--- src/rtl/ifetch_unit_if.sv ---
// ifetch_unit_if: bundles the redirect, instruction-memory and decode-side handshake signals of
// the instruction fetch unit.
//
// Signals
//   redirect_i      load new PC this cycle, flushes fetch state
//   redirect_pc_i   redirect target (bits [1:0] are dropped by the fetch unit)
//   imem_req_o      fetch request valid
//   imem_addr_o     fetch address (the fetch unit's pc)
//   imem_gnt_i      request accepted this cycle
//   imem_rvalid_i   response data valid
//   imem_rdata_i    response instruction word
//   instr_valid_o   output buffer holds a valid instruction
//   instr_o         fetched instruction
//   pc_o            address of instr_o
//   instr_ready_i   downstream accepts the buffer this cycle
//   misalign_o      misaligned-redirect pulse
//
// Modports
//   master  the fetch unit
//   slave   the environment (memory, redirect source and decode stage)
interface ifetch_unit_if;
  logic        redirect_i;
  logic [31:0] redirect_pc_i;
  logic        imem_req_o;
  logic [31:0] imem_addr_o;
  logic        imem_gnt_i;
  logic        imem_rvalid_i;
  logic [31:0] imem_rdata_i;
  logic        instr_valid_o;
  logic [31:0] instr_o;
  logic [31:0] pc_o;
  logic        instr_ready_i;
  logic        misalign_o;

  modport master (
    input  redirect_i,
    input  redirect_pc_i,
    output imem_req_o,
    output imem_addr_o,
    input  imem_gnt_i,
    input  imem_rvalid_i,
    input  imem_rdata_i,
    output instr_valid_o,
    output instr_o,
    output pc_o,
    input  instr_ready_i,
    output misalign_o
  );

  modport slave (
    output redirect_i,
    output redirect_pc_i,
    input  imem_req_o,
    input  imem_addr_o,
    output imem_gnt_i,
    output imem_rvalid_i,
    output imem_rdata_i,
    input  instr_valid_o,
    input  instr_o,
    input  pc_o,
    output instr_ready_i,
    input  misalign_o
  );
endinterface

--- src/rtl/ifetch_unit.sv ---
// ifetch_unit: front-end instruction fetch unit. Owns the program counter, issues one outstanding
// request at a time to instruction memory (req/gnt/rvalid) and holds the fetched instruction and
// its PC in a one-entry output buffer for the decode register. Redirects from later stages load
// a new PC and cause any in-flight response to be dropped.
//
// Parameters
//   RESET_PC  first PC fetched after reset
//
// Ports
//   clk   pipeline clock, all state updates on the rising edge
//   rst   synchronous active-high reset
//   bus   ifetch_unit_if.master (redirect, imem handshake, output buffer, misalign flag)
//
// Optional feature
//   IFETCH_MISALIGN_CHK_EN  when defined, a redirect whose target has nonzero bits [1:0] pulses
//                           misalign_o for the following cycle. When undefined misalign_o is 0.
module ifetch_unit #(
  parameter logic [31:0] RESET_PC = 32'h0000_0000
) (
  input  logic          clk,
  input  logic          rst,
  ifetch_unit_if.master bus
);

  localparam logic [31:0] NopInstr = 32'h0000_0013;

  typedef enum logic [1:0] {
    StReq,   // ready to issue a request for pc
    StWait,  // request granted, waiting for its response
    StDrop   // response still owed to a flushed request, discard it
  } state_e;

  state_e      state_q, state_d;
  logic [31:0] pc_q, pc_d;
  logic [31:0] fetch_pc_q, fetch_pc_d;
  logic        valid_q, valid_d;
  logic [31:0] instr_q, instr_d;
  logic [31:0] out_pc_q, out_pc_d;
  logic        misalign_q, misalign_d;

  logic        buf_free;
  logic        req;
  logic [31:0] redirect_target;

  // The buffer can take a new instruction if it is empty or being drained this cycle.
  assign buf_free        = !valid_q || bus.instr_ready_i;
  // Only request when the response is guaranteed a free slot, so S_WAIT never has to stall.
  assign req             = (state_q == StReq) && buf_free && !bus.redirect_i;
  assign redirect_target = {bus.redirect_pc_i[31:2], 2'b00};

  always_comb begin
    state_d    = state_q;
    pc_d       = pc_q;
    fetch_pc_d = fetch_pc_q;
    instr_d    = instr_q;
    out_pc_d   = out_pc_q;
    // A consume clears the buffer unless a response reloads it below.
    valid_d    = valid_q && !bus.instr_ready_i;

    if (bus.redirect_i) begin
      pc_d    = redirect_target;
      valid_d = 1'b0;
      unique case (state_q)
        StReq:   state_d = StReq;
        StWait:  state_d = bus.imem_rvalid_i ? StReq : StDrop;
        StDrop:  state_d = bus.imem_rvalid_i ? StReq : StDrop;
        default: state_d = StReq;
      endcase
    end else begin
      unique case (state_q)
        StReq: begin
          if (req && bus.imem_gnt_i) begin
            fetch_pc_d = pc_q;
            pc_d       = pc_q + 32'd4;
            state_d    = StWait;
          end
        end
        StWait: begin
          if (bus.imem_rvalid_i) begin
            instr_d  = bus.imem_rdata_i;
            out_pc_d = fetch_pc_q;
            valid_d  = 1'b1;
            state_d  = StReq;
          end
        end
        StDrop: begin
          if (bus.imem_rvalid_i) begin
            state_d = StReq;
          end
        end
        default: state_d = StReq;
      endcase
    end
  end

`ifdef IFETCH_MISALIGN_CHK_EN
  assign misalign_d = bus.redirect_i && (bus.redirect_pc_i[1:0] != 2'b00);
`else
  assign misalign_d = 1'b0;
  // Low target bits are dropped silently in this build.
  logic unused_redirect_lo;
  assign unused_redirect_lo = ^bus.redirect_pc_i[1:0];
`endif

  always_ff @(posedge clk) begin
    if (rst) begin
      state_q    <= StReq;
      pc_q       <= RESET_PC;
      fetch_pc_q <= RESET_PC;
      valid_q    <= 1'b0;
      instr_q    <= NopInstr;
      out_pc_q   <= 32'h0000_0000;
      misalign_q <= 1'b0;
    end else begin
      state_q    <= state_d;
      pc_q       <= pc_d;
      fetch_pc_q <= fetch_pc_d;
      valid_q    <= valid_d;
      instr_q    <= instr_d;
      out_pc_q   <= out_pc_d;
      misalign_q <= misalign_d;
    end
  end

  assign bus.imem_req_o    = req;
  assign bus.imem_addr_o   = pc_q;
  assign bus.instr_valid_o = valid_q;
  assign bus.instr_o       = instr_q;
  assign bus.pc_o          = out_pc_q;
  assign bus.misalign_o    = misalign_q;

endmodule

--- src/flat_wrapper.sv ---
// flat-port wrapper written by rule: the top's interface ports become plain ports
module ifetch_unit_flat 
#(
  parameter logic [31:0] RESET_PC = 32'h0000_0000
)
  (clk, rst, bus_redirect_i, bus_redirect_pc_i, bus_imem_req_o, bus_imem_addr_o, bus_imem_gnt_i, bus_imem_rvalid_i, bus_imem_rdata_i, bus_instr_valid_o, bus_instr_o, bus_pc_o, bus_instr_ready_i, bus_misalign_o);
  ifetch_unit_if bus_i ();
  input  logic clk;
  input  logic rst;
  input wire logic [$bits(bus_i.redirect_i)-1:0] bus_redirect_i;
  input wire logic [$bits(bus_i.redirect_pc_i)-1:0] bus_redirect_pc_i;
  output wire logic [$bits(bus_i.imem_req_o)-1:0] bus_imem_req_o;
  output wire logic [$bits(bus_i.imem_addr_o)-1:0] bus_imem_addr_o;
  input wire logic [$bits(bus_i.imem_gnt_i)-1:0] bus_imem_gnt_i;
  input wire logic [$bits(bus_i.imem_rvalid_i)-1:0] bus_imem_rvalid_i;
  input wire logic [$bits(bus_i.imem_rdata_i)-1:0] bus_imem_rdata_i;
  output wire logic [$bits(bus_i.instr_valid_o)-1:0] bus_instr_valid_o;
  output wire logic [$bits(bus_i.instr_o)-1:0] bus_instr_o;
  output wire logic [$bits(bus_i.pc_o)-1:0] bus_pc_o;
  input wire logic [$bits(bus_i.instr_ready_i)-1:0] bus_instr_ready_i;
  output wire logic [$bits(bus_i.misalign_o)-1:0] bus_misalign_o;
  assign bus_i.redirect_i = bus_redirect_i;
  assign bus_i.redirect_pc_i = bus_redirect_pc_i;
  assign bus_imem_req_o = bus_i.imem_req_o;
  assign bus_imem_addr_o = bus_i.imem_addr_o;
  assign bus_i.imem_gnt_i = bus_imem_gnt_i;
  assign bus_i.imem_rvalid_i = bus_imem_rvalid_i;
  assign bus_i.imem_rdata_i = bus_imem_rdata_i;
  assign bus_instr_valid_o = bus_i.instr_valid_o;
  assign bus_instr_o = bus_i.instr_o;
  assign bus_pc_o = bus_i.pc_o;
  assign bus_i.instr_ready_i = bus_instr_ready_i;
  assign bus_misalign_o = bus_i.misalign_o;
  ifetch_unit #(.RESET_PC(RESET_PC)) u_core (.clk(clk), .rst(rst), .bus(bus_i));
endmodule
--- config.mk ---
export PLATFORM = sky130hd
export DESIGN_NAME = ifetch_unit_flat
export DESIGN_NICKNAME = d
export VERILOG_FILES = /design/src/rtl/ifetch_unit_if.sv /design/src/rtl/ifetch_unit.sv /design/src/flat_wrapper.sv
export SDC_FILE = /design/constraint.sdc
export NUM_CORES = 1
export LEC_CHECK = 0
export CAP_MARGIN = 20
export CORE_ASPECT_RATIO = 1.1
export CORE_MARGIN = 2
export CORE_UTILIZATION = 49
export DETAILED_ROUTE_END_ITERATION = 8
export PLACE_DENSITY = 0.82
export REMOVE_ABC_BUFFERS = 1
export SLEW_MARGIN = 20
export SYNTH_ARGS = -nofsm -noshare
export SYNTH_HDL_FRONTEND = slang
export SYNTH_SLANG_ARGS = --single-unit
--- constraint.sdc ---
create_clock -name clk -period 4.1 [get_ports clk]
set_input_delay 0.82 -clock clk [delete_from_list [all_inputs] [get_ports clk]]
set_output_delay 0.82 -clock clk [all_outputs]
set_load 0.05 [all_outputs]
# Yosys cells after proc, flatten, opt, wreduce, memory -nomap -nowiden
# Cells that the tools add are included.
# Widths: inputs -> output; s select.
dict set report totals {
  register_bits 131
  in_bits 70
  out_inout_bits 99
  wordCells 42
}
dict set report op_classes {
  reduce_logical 18
  n_addsub 1
  n_eq_ne 4
  n_mux 11
  bitwise 1
}
# operator count
set ops {}
lappend ops {{$mux 32} 3}
lappend ops {{$add 32x3->32 const B} 1}
lappend ops {{$mux 2} 5}
lappend ops {{$reduce_and 2->1} 3}
lappend ops {{$reduce_and 3->1} 2}
lappend ops {{$logic_and 1x1->1} 4}
lappend ops {{$pmux 2 s2} 1}
lappend ops {{$reduce_bool 2->1} 2}
lappend ops {{$reduce_or 2->1} 2}
lappend ops {{$logic_not 1->1} 3}
lappend ops {{$ne 3x1->1 const B} 1}
lappend ops {{$ne 3x3->1 const B} 1}
lappend ops {{$eq 2x1->1 const B} 1}
lappend ops {{$eq 2x2->1 const B} 1}
lappend ops {{$logic_not 2->1} 1}
lappend ops {{$mux 1} 2}
lappend ops {{$logic_or 1x1->1} 1}
lappend ops {{$not 1->1} 1}

# Longest topological paths before layout
# Gate-level depths: netlist (run 1).
dict set report logic_depth {
  depth_word 8
  ltp_mapped 9
  ltp_nobuf 7
}

# Worst setup path before layout (run 1)
# No wires, ideal clock.
dict set report synth_path {
  path_kind {flip-flop to flip-flop}
  start {register u_core.pc_q[2], in the netlist u_core.bus.imem_addr_o[2]}
  end {register u_core.pc_q[28], in the netlist u_core.bus.imem_addr_o[28]}
  arrival_time_ns 2.349
  setup_time_ns 0.074
  required_time_ns 4.026
  n_path_buf 0
  stages_incl_launch_ff 7
  period_less_slack_ns 2.424
  setup_slack_ns 1.676
  cell_sequence {dfxtp_1 ha_1 nand3_1 or4_1 nor3_1 mux2_2 a31oi_1}
}
dict set report synth_via {
  elab_chain_len 4
}
# item line
set synth_lines {}
lappend synth_lines {{start: declaration} ifetch_unit.sv:34} ;# logic [31:0] pc_q, pc_d;
lappend synth_lines {{start signal: assignment} ifetch_unit.sv:116} ;# pc_q <= pc_d;
lappend synth_lines {{$add 32x3->32} ifetch_unit.sv:74} ;# pc_d = pc_q + 32'd4;
lappend synth_lines {{$mux 32} ifetch_unit.sv:72} ;# if (req && bus.imem_gnt_i) begin
lappend synth_lines {{$mux 32} ifetch_unit.sv:70} ;# unique case (state_q)
lappend synth_lines {{$mux 32} ifetch_unit.sv:60} ;# if (bus.redirect_i) begin
# Every way passes these cells. The select of a mux whose other input is x is not followed.
# A chain may end at the register's enable or synchronous reset.

# Worst setup path in the final report (run 1)
dict set report layout_path {
  start {input port bus_redirect_i}
  end {output port bus_imem_req_o}
}
dict set report layout_via {
  elab_chain_len 2
}
# item line
set layout_lines {}
lappend layout_lines {{start: declaration} flat_wrapper.sv:10} ;# input wire logic [$bits(bus_i.redirect_i)-1:0] bus_redirect_i;
lappend layout_lines {{$logic_not 1->1} ifetch_unit.sv:48} ;# assign req = (state_q == StReq) && buf_free && !bus.redirect_i;
lappend layout_lines {{$logic_and 1x1->1} ifetch_unit.sv:48}
lappend layout_lines {{end: declaration} flat_wrapper.sv:12} ;# output wire logic [$bits(bus_i.imem_req_o)-1:0] bus_imem_req_o;
# Every way passes these cells.

==> results.sh, run 1 <==
export IMPL_grt_ovfl_total=0
export IMPL_layout_drive_gt1_share=0.0713
export IMPL_timing_hold_violations_final=0
export IMPL_vias=5080
export IMPL_rsz0062_at_grt="false"
export IMPL_max_stage_delay_ns=0.48
export IMPL_cts_resized=0
export IMPL_critical_path_top_delay_family="buffers and inverters"
export IMPL_netSwitchingPower_uw=763
export IMPL_drt_iter0_drc=268
export IMPL_synth_xor_area_share=0.0120
export IMPL_postSynthCellCount=655
export IMPL_die_area_um2=11300
export IMPL_ys_warn_count=0
export IMPL_synth_main_ff_cell="dfxtp_1"
export IMPL_fill_cells=840
export IMPL_routed_wl_mm=14.1
export IMPL_yosys_area_share_adder=0.00734
export IMPL_grt_pass1_vias=4886
export IMPL_synth_top_area_share=0.489
export IMPL_drc=0
export IMPL_avgSynthCellArea_um2=7.81
export IMPL_power_density_nw_per_um2=431
export IMPL_dr_pass1_iters=5
export IMPL_leakagePower_nw=2.53
export IMPL_synth_top_area_cell="dfxtp_1"
export IMPL_slew_headroom=0.454
export IMPL_seq_area_frac_synth=0.489
export IMPL_maxCapViolations=0
export IMPL_postCtsSetupBuffers=0
export IMPL_fin_tns_setup_ns=0
export IMPL_fmax_mhz=368
export IMPL_synth_top_family_by_area="simple AND/OR/NAND/NOR gates"
export IMPL_ant_nets=0
export IMPL_vias_per_cell=5.31
export IMPL_grt_antenna_before_repair=0
export IMPL_cts_root_buf="clkbuf_16"
export IMPL_cp_num_buf_inv=2
export IMPL_wire_per_inst_um=14.7
export IMPL_synth_cell_types=52
export IMPL_startpoint_type="input pin"
export IMPL_rows=39
export IMPL_p_clk_frac=0.496
export IMPL_required_ns=3.28
export IMPL_cts_inserted_buffers=17
export IMPL_cp_end_kind="output pin"
export IMPL_hold_class="register to register"
export IMPL_dp_cells=925
export IMPL_cp_max_fo=4
export IMPL_syn_cell_area_um2=5110
export IMPL_critPathKind="input pin to output pin"
export IMPL_cp_arrival_ns=1.89
export IMPL_ctsLongestPathBuffers=2
export IMPL_finalCoreUtilization=0.722
export IMPL_synth_common_cells="210 x nand2_1, 125 x dfxtp_1, 102 x a21oi_1"
export IMPL_synth_area_mux_share=0.00220
export IMPL_grt_first_pass_wirelength_mm=23.0
export IMPL_diodes=0
export IMPL_core_area_um2=10300
export IMPL_start_util=0.497
export IMPL_crit_slowest_cell="clkdlybuf4s50_1"
export IMPL_synth_seq_cells=125
export IMPL_h_tree_depth=4
export IMPL_io_buffers=161
export IMPL_synth_most_common_cell="nand2_1"
export IMPL_holdWs_ns=0.450
export IMPL_insertion_delay_ns=0.41
export IMPL_p_int_mw=2.45
export IMPL_grt_usage=0.254
export IMPL_crit_chain="clkdlybuf4s50_1, and2b_2, and2_1, buf_4"
export IMPL_clk_pin_slew_ns=0.05
export IMPL_finalCritPeriodShare=0.662
export IMPL_finalPower_mw=3.21
export IMPL_synthArstFlopShare=0
export IMPL_status="completed"
export IMPL_layout_nets=874
export IMPL_fin_cells=957
export IMPL_final_max_slew_viol_count=0
export IMPL_synth_edf_count=0
export IMPL_grt_max_degree=76
export IMPL_synth_compound_area_frac=0.174
export IMPL_die_width_um=101
export IMPL_yosys_area_share_simple=0.263
export IMPL_combPwrFrac=0.102
export IMPL_area_delta_synth_final_pct=45.4
export IMPL_die_h_um=111
export IMPL_synth_area_top_cells="dfxtp_1 49%, nand2_1 15%, a21oi_1 10%"
export IMPL_ir_drop_v=0.000266
export IMPL_hpwl_mm=9.59
export IMPL_tightest_slew_ns=0.812
export IMPL_gp_congestion=0.892
export IMPL_clock_skew_ns=0.00833
export IMPL_setup_violations_final=0
export IMPL_tritoncts="yes"
export IMPL_switching_share=0.238
export IMPL_ios=169
export IMPL_hold_buffers=0
export IMPL_clock_sinks=125
export IMPL_seqPwrFrac=0.401
export IMPL_period_minus_slack_ns=2.71
==> state kept, by name, summed over array words and instances, names as in the netlist <==
register,cells
u_core.bus.pc_o,30
u_core.state_q,2
u_core.bus.imem_addr_o,30
u_core.bus.instr_o,32
u_core.bus.instr_valid_o,1
u_core.fetch_pc_q,30
==> power by group through the flow <==
stage / Sequential, mW / Combinational, mW / Clock [mW]
after floorplan: 1.38 / 0.0917 / 0
after global placement: 1.31 / 0.322 / 0
after detailed placement: 1.31 / 0.325 / 0
after CTS: 1.29 / 0.327 / 1.61
after global routing: 1.29 / 0.350 / 1.67
final: 1.29 / 0.328 / 1.59
==> cell usage in the layout (no fill, tap or decap), types with 3 or more instances in the layout <==
master,synthesis,final
nand2_1,210,210
clkdlybuf4s50_1,0,159
dfxtp_1,125,125
a21oi_1,102,102
nand3_1,19,17
clkbuf_16,0,17
nor2_1,17,16
a31oi_1,15,15
inv_1,14,14
nand4_1,12,12
buf_4,5,12
o211ai_1,8,8
a211oi_1,7,7
or3_1,7,7
nor4_1,6,6
o21ai_0,6,6
and3_1,6,5
conb_1,1,5
nor3_1,4,4
xor2_1,4,4
bufinv_16,0,4
xnor2_1,3,3
o31a_1,3,3
or4_1,3,3
ha_1,3,3
clkbuf_1,39,3
clkbuf_8,0,3
==> routing by layer <==
| metal | vias to the layer above | routed length (um) | global-route usage | part of all wire |
|---|---|---|---|---|
| met4 | 0 | 235 | 0.0775 | 0.017 |
| li1 | 2534 | - | - | - |
| met3 | 24 | 1110 | 0.0782 | 0.078 |
| met2 | 205 | 6830 | 0.423 | 0.48 |
| met5 | - | 0 | 0 | 0 |
| met1 | 2317 | 5940 | 0.313 | 0.42 |
==> final timing paths <==
check	from	to	slack [ns]	cells after the start
worst max-delay path	bus_redirect_i	bus_imem_req_o	1.39	4
worst min-delay path	u_core.fetch_pc_q[26]	u_core.bus.pc_o[26]	0.45	2
worst max register to register	u_core.bus.imem_addr_o[2]	u_core.bus.imem_addr_o[28]	1.68	6
worst min register to register	u_core.fetch_pc_q[26]	u_core.bus.pc_o[26]	0.45	2
==> worst reg2reg max path: stages (launching register included) <==
cell and delay (ns):
dfxtp_1 0.50, ha_1 0.33, nand3_1 0.26, or4_1 0.56, nor3_1 0.22, mux2_2 0.37
a31oi_1 0.12
==> through the flow <==
step / setup slack, ns / area, um^2
after CTS: 1.38 / 7440
after global routing: 1.28 / 7440
after floorplan: 0.853 / 4920
after global placement: 1.13 / 6800
final: 1.39 / 7440
after detailed placement: 1.02 / 6800
==> kinds of logic after synthesis <==
group           after synthesis
fa+ha+maj                     3
xor+xnor                      7
other cells                   1
compound gates              155
buf+inv                      62
flops                       125
simple gates                301
mux                           1
==> cell type report <==
cell class                 instances  area [um^2]  area share
clock buffer                      23          478      0.0643
clock inverter                     9          158      0.0212
inverter                          14         52.6     0.00707
multi-input combinational        472         2390       0.321
sequential                       125         2500       0.336
tap                              143          179      0.0241
timing repair buffer             171         1680       0.226
No activity file was read; power rests on OpenSTA's default activity.
==> inputs of run 2 (changes only) <==
Settings changed: CORE_UTILIZATION 49 to 46, PLACE_DENSITY 0.82 to 0.77.
Clock period 4.1 ns to 2.8 ns, I/O delays scaled along.
==> run 2 against run 1 <==
  * Critical path depth shrank 3
  * Die area grew 6.3%
  * First-iteration DRC count grew 1.1%
  * Sequential share of layout area shrank 0.11 points
  * Register-to-register slack lost 1.3 ns
  * Sequential power grew 47%
  * Setup slack lost 0.96 ns
  * Critical path type is now register to output pin
  * Critical endpoint is now bus_imem_addr_o[10]
  * Largest cell class unchanged
  * Largest power group unchanged
==> results.sh, run 2 (synthesis gave the netlist of run 1 again) <==
export IMPL_cts_inserted_buffers=17
export IMPL_hpwl_mm=9.85
export IMPL_largest_reg_flops=32
export IMPL_cp_arrival_ns=1.82
export IMPL_final_max_slew_viol_count=0
export IMPL_maxCapViolations=0
export IMPL_fill_cells=933
export IMPL_drt_iter0_drc=271
export IMPL_seq_area_um2=2500
export IMPL_core_area_um2=10900
export IMPL_rows=40
export IMPL_mostFrequentLayoutCell="nand2_1"
export IMPL_hold_class="register to register"
export IMPL_routed_wl_mm=14.6
export IMPL_place_ws_ns=0.0943
export IMPL_fmax_mhz=420
export IMPL_leakagePower_nw=2.56
export IMPL_ant_nets=0
export IMPL_grt_pass1_vias=4906
export IMPL_finalPower_mw=4.51
export IMPL_period_minus_slack_ns=2.38
export IMPL_grt_ovfl_total=0
export IMPL_gp_congestion=0.827
export IMPL_final_cell_area_um2=7460
export IMPL_clock_sinks=125
export IMPL_highest_layer="met4"
export IMPL_insertion_delay_ns=0.40
export IMPL_status="completed"
export IMPL_grt_first_pass_wirelength_mm=23.6
export IMPL_tritoncts="yes"
export IMPL_postCtsSetupBuffers=0
export IMPL_cp_max_fo=7
export IMPL_drc=0
export IMPL_route_met3_wl_um=920
export IMPL_layout_nets=879
export IMPL_cts_resized=0
export IMPL_h_tree_depth=4
export IMPL_critPathKind="register to output pin"
export IMPL_setup_slack_ns=0.421
export IMPL_die_area_um2=12000
export IMPL_finalCritPeriodShare=0.850
export IMPL_startpoint_type="register"
export IMPL_dr_pass1_iters=5
export IMPL_final_cell_mix="210 x nand2_1, 159 x clkdlybuf4s50_1, 125 x dfxtp_1"
export IMPL_critical_path_top_delay_family="buffers and inverters"
export IMPL_grt_max_degree=59
export IMPL_cp_end_kind="output pin"
export IMPL_setup_violations_final=0
export IMPL_wire_per_inst_um=15.1
export IMPL_slew_headroom=0.518
export IMPL_rsz0062_at_grt="false"
export IMPL_crit_chain="clkdlybuf4s50_1"
export IMPL_required_ns=2.24
export IMPL_io_buffers=161
export IMPL_multi_input_area_um2=2390
export IMPL_clock_skew_ns=0.00960
export IMPL_grt_usage=0.243
export IMPL_diodes=0
export IMPL_area_delta_synth_final_pct=45.9
export IMPL_wl_met1_mm=6.40
export IMPL_ios=169
export IMPL_vias_per_cell=5.36
export IMPL_vias=5166
export IMPL_wl_met2_mm=7.06
export IMPL_tightest_slew_ns=0.717
export IMPL_clk_pin_slew_ns=0.05
export IMPL_hold_buffers=0
export IMPL_grt_antenna_before_repair=0
export IMPL_layout_drive_gt1_share=0.0760
export IMPL_power_density_nw_per_um2=604
export IMPL_ir_drop_v=0.000324
export IMPL_timing_hold_violations_final=0
export IMPL_start_util=0.471
export IMPL_cts_root_buf="clkbuf_16"
export IMPL_cp_num_buf_inv=1
export IMPL_die_width_um=105
export IMPL_place_area_um2=6860
export IMPL_ctsLongestPathBuffers=2
export IMPL_die_h_um=115
export IMPL_crit_slowest_cell="clkdlybuf4s50_1"
export IMPL_max_stage_delay_ns=0.90
[run 2: changes by cell type in the layout (fill, tap and decap cells not counted), sizes merged]
cell,previous run,this run
buf,12,17
bufinv,4,2
clkbuf,23,22
clkinv,2,5
clkinvlp,2,0
inv,15,14
[run 2: where the power goes]
group / internal (mW) / switching (mW) / total (mW)
Combinational: 0.205 / 0.296 / 0.500
Sequential: 1.83 / 0.0612 / 1.89
Clock: 1.38 / 0.738 / 2.12
[run 2: final cells by class]
class                   count  share of cell area
clock buffers              22              0.0649
well taps                 147              0.0246
inverters                  14             0.00704
multi-input cells         472               0.320
flip-flops and latches    125               0.335
clock inverters             7              0.0119
repair buffers            176               0.236
[run 2: metal layers]
layer,vias up,global-route usage
li1,2534,-
met1,2415,0.303
met2,203,0.409
met3,14,0.0649
met4,0,0.0856
met5,-,0
[run 2: through the flow]
step | hold WS (ns) | utilization | TNS, ns | instances
global placement | 0.438 | 0.632 | 0 | 933
CTS | 0.450 | 0.685 | 0 | 962
floorplan | 0.426 | - | -2.70 | 611
detailed placement | 0.444 | 0.632 | 0 | 933
finish | 0.446 | 0.687 | 0 | 963
global route | 0.465 | 0.687 | 0 | 963
[run 2: worst paths after layout]
check             cells after the start                  startpoint                         end  slack, ns
hold / removal                        2       u_core.fetch_pc_q[26]         u_core.bus.pc_o[26]       0.45
hold reg to reg                       2       u_core.fetch_pc_q[26]         u_core.bus.pc_o[26]       0.45
setup / recovery                      1  u_core.bus.imem_addr_o[10]         bus_imem_addr_o[10]       0.42
setup reg to reg                      6   u_core.bus.imem_addr_o[2]  u_core.bus.imem_addr_o[28]       0.43
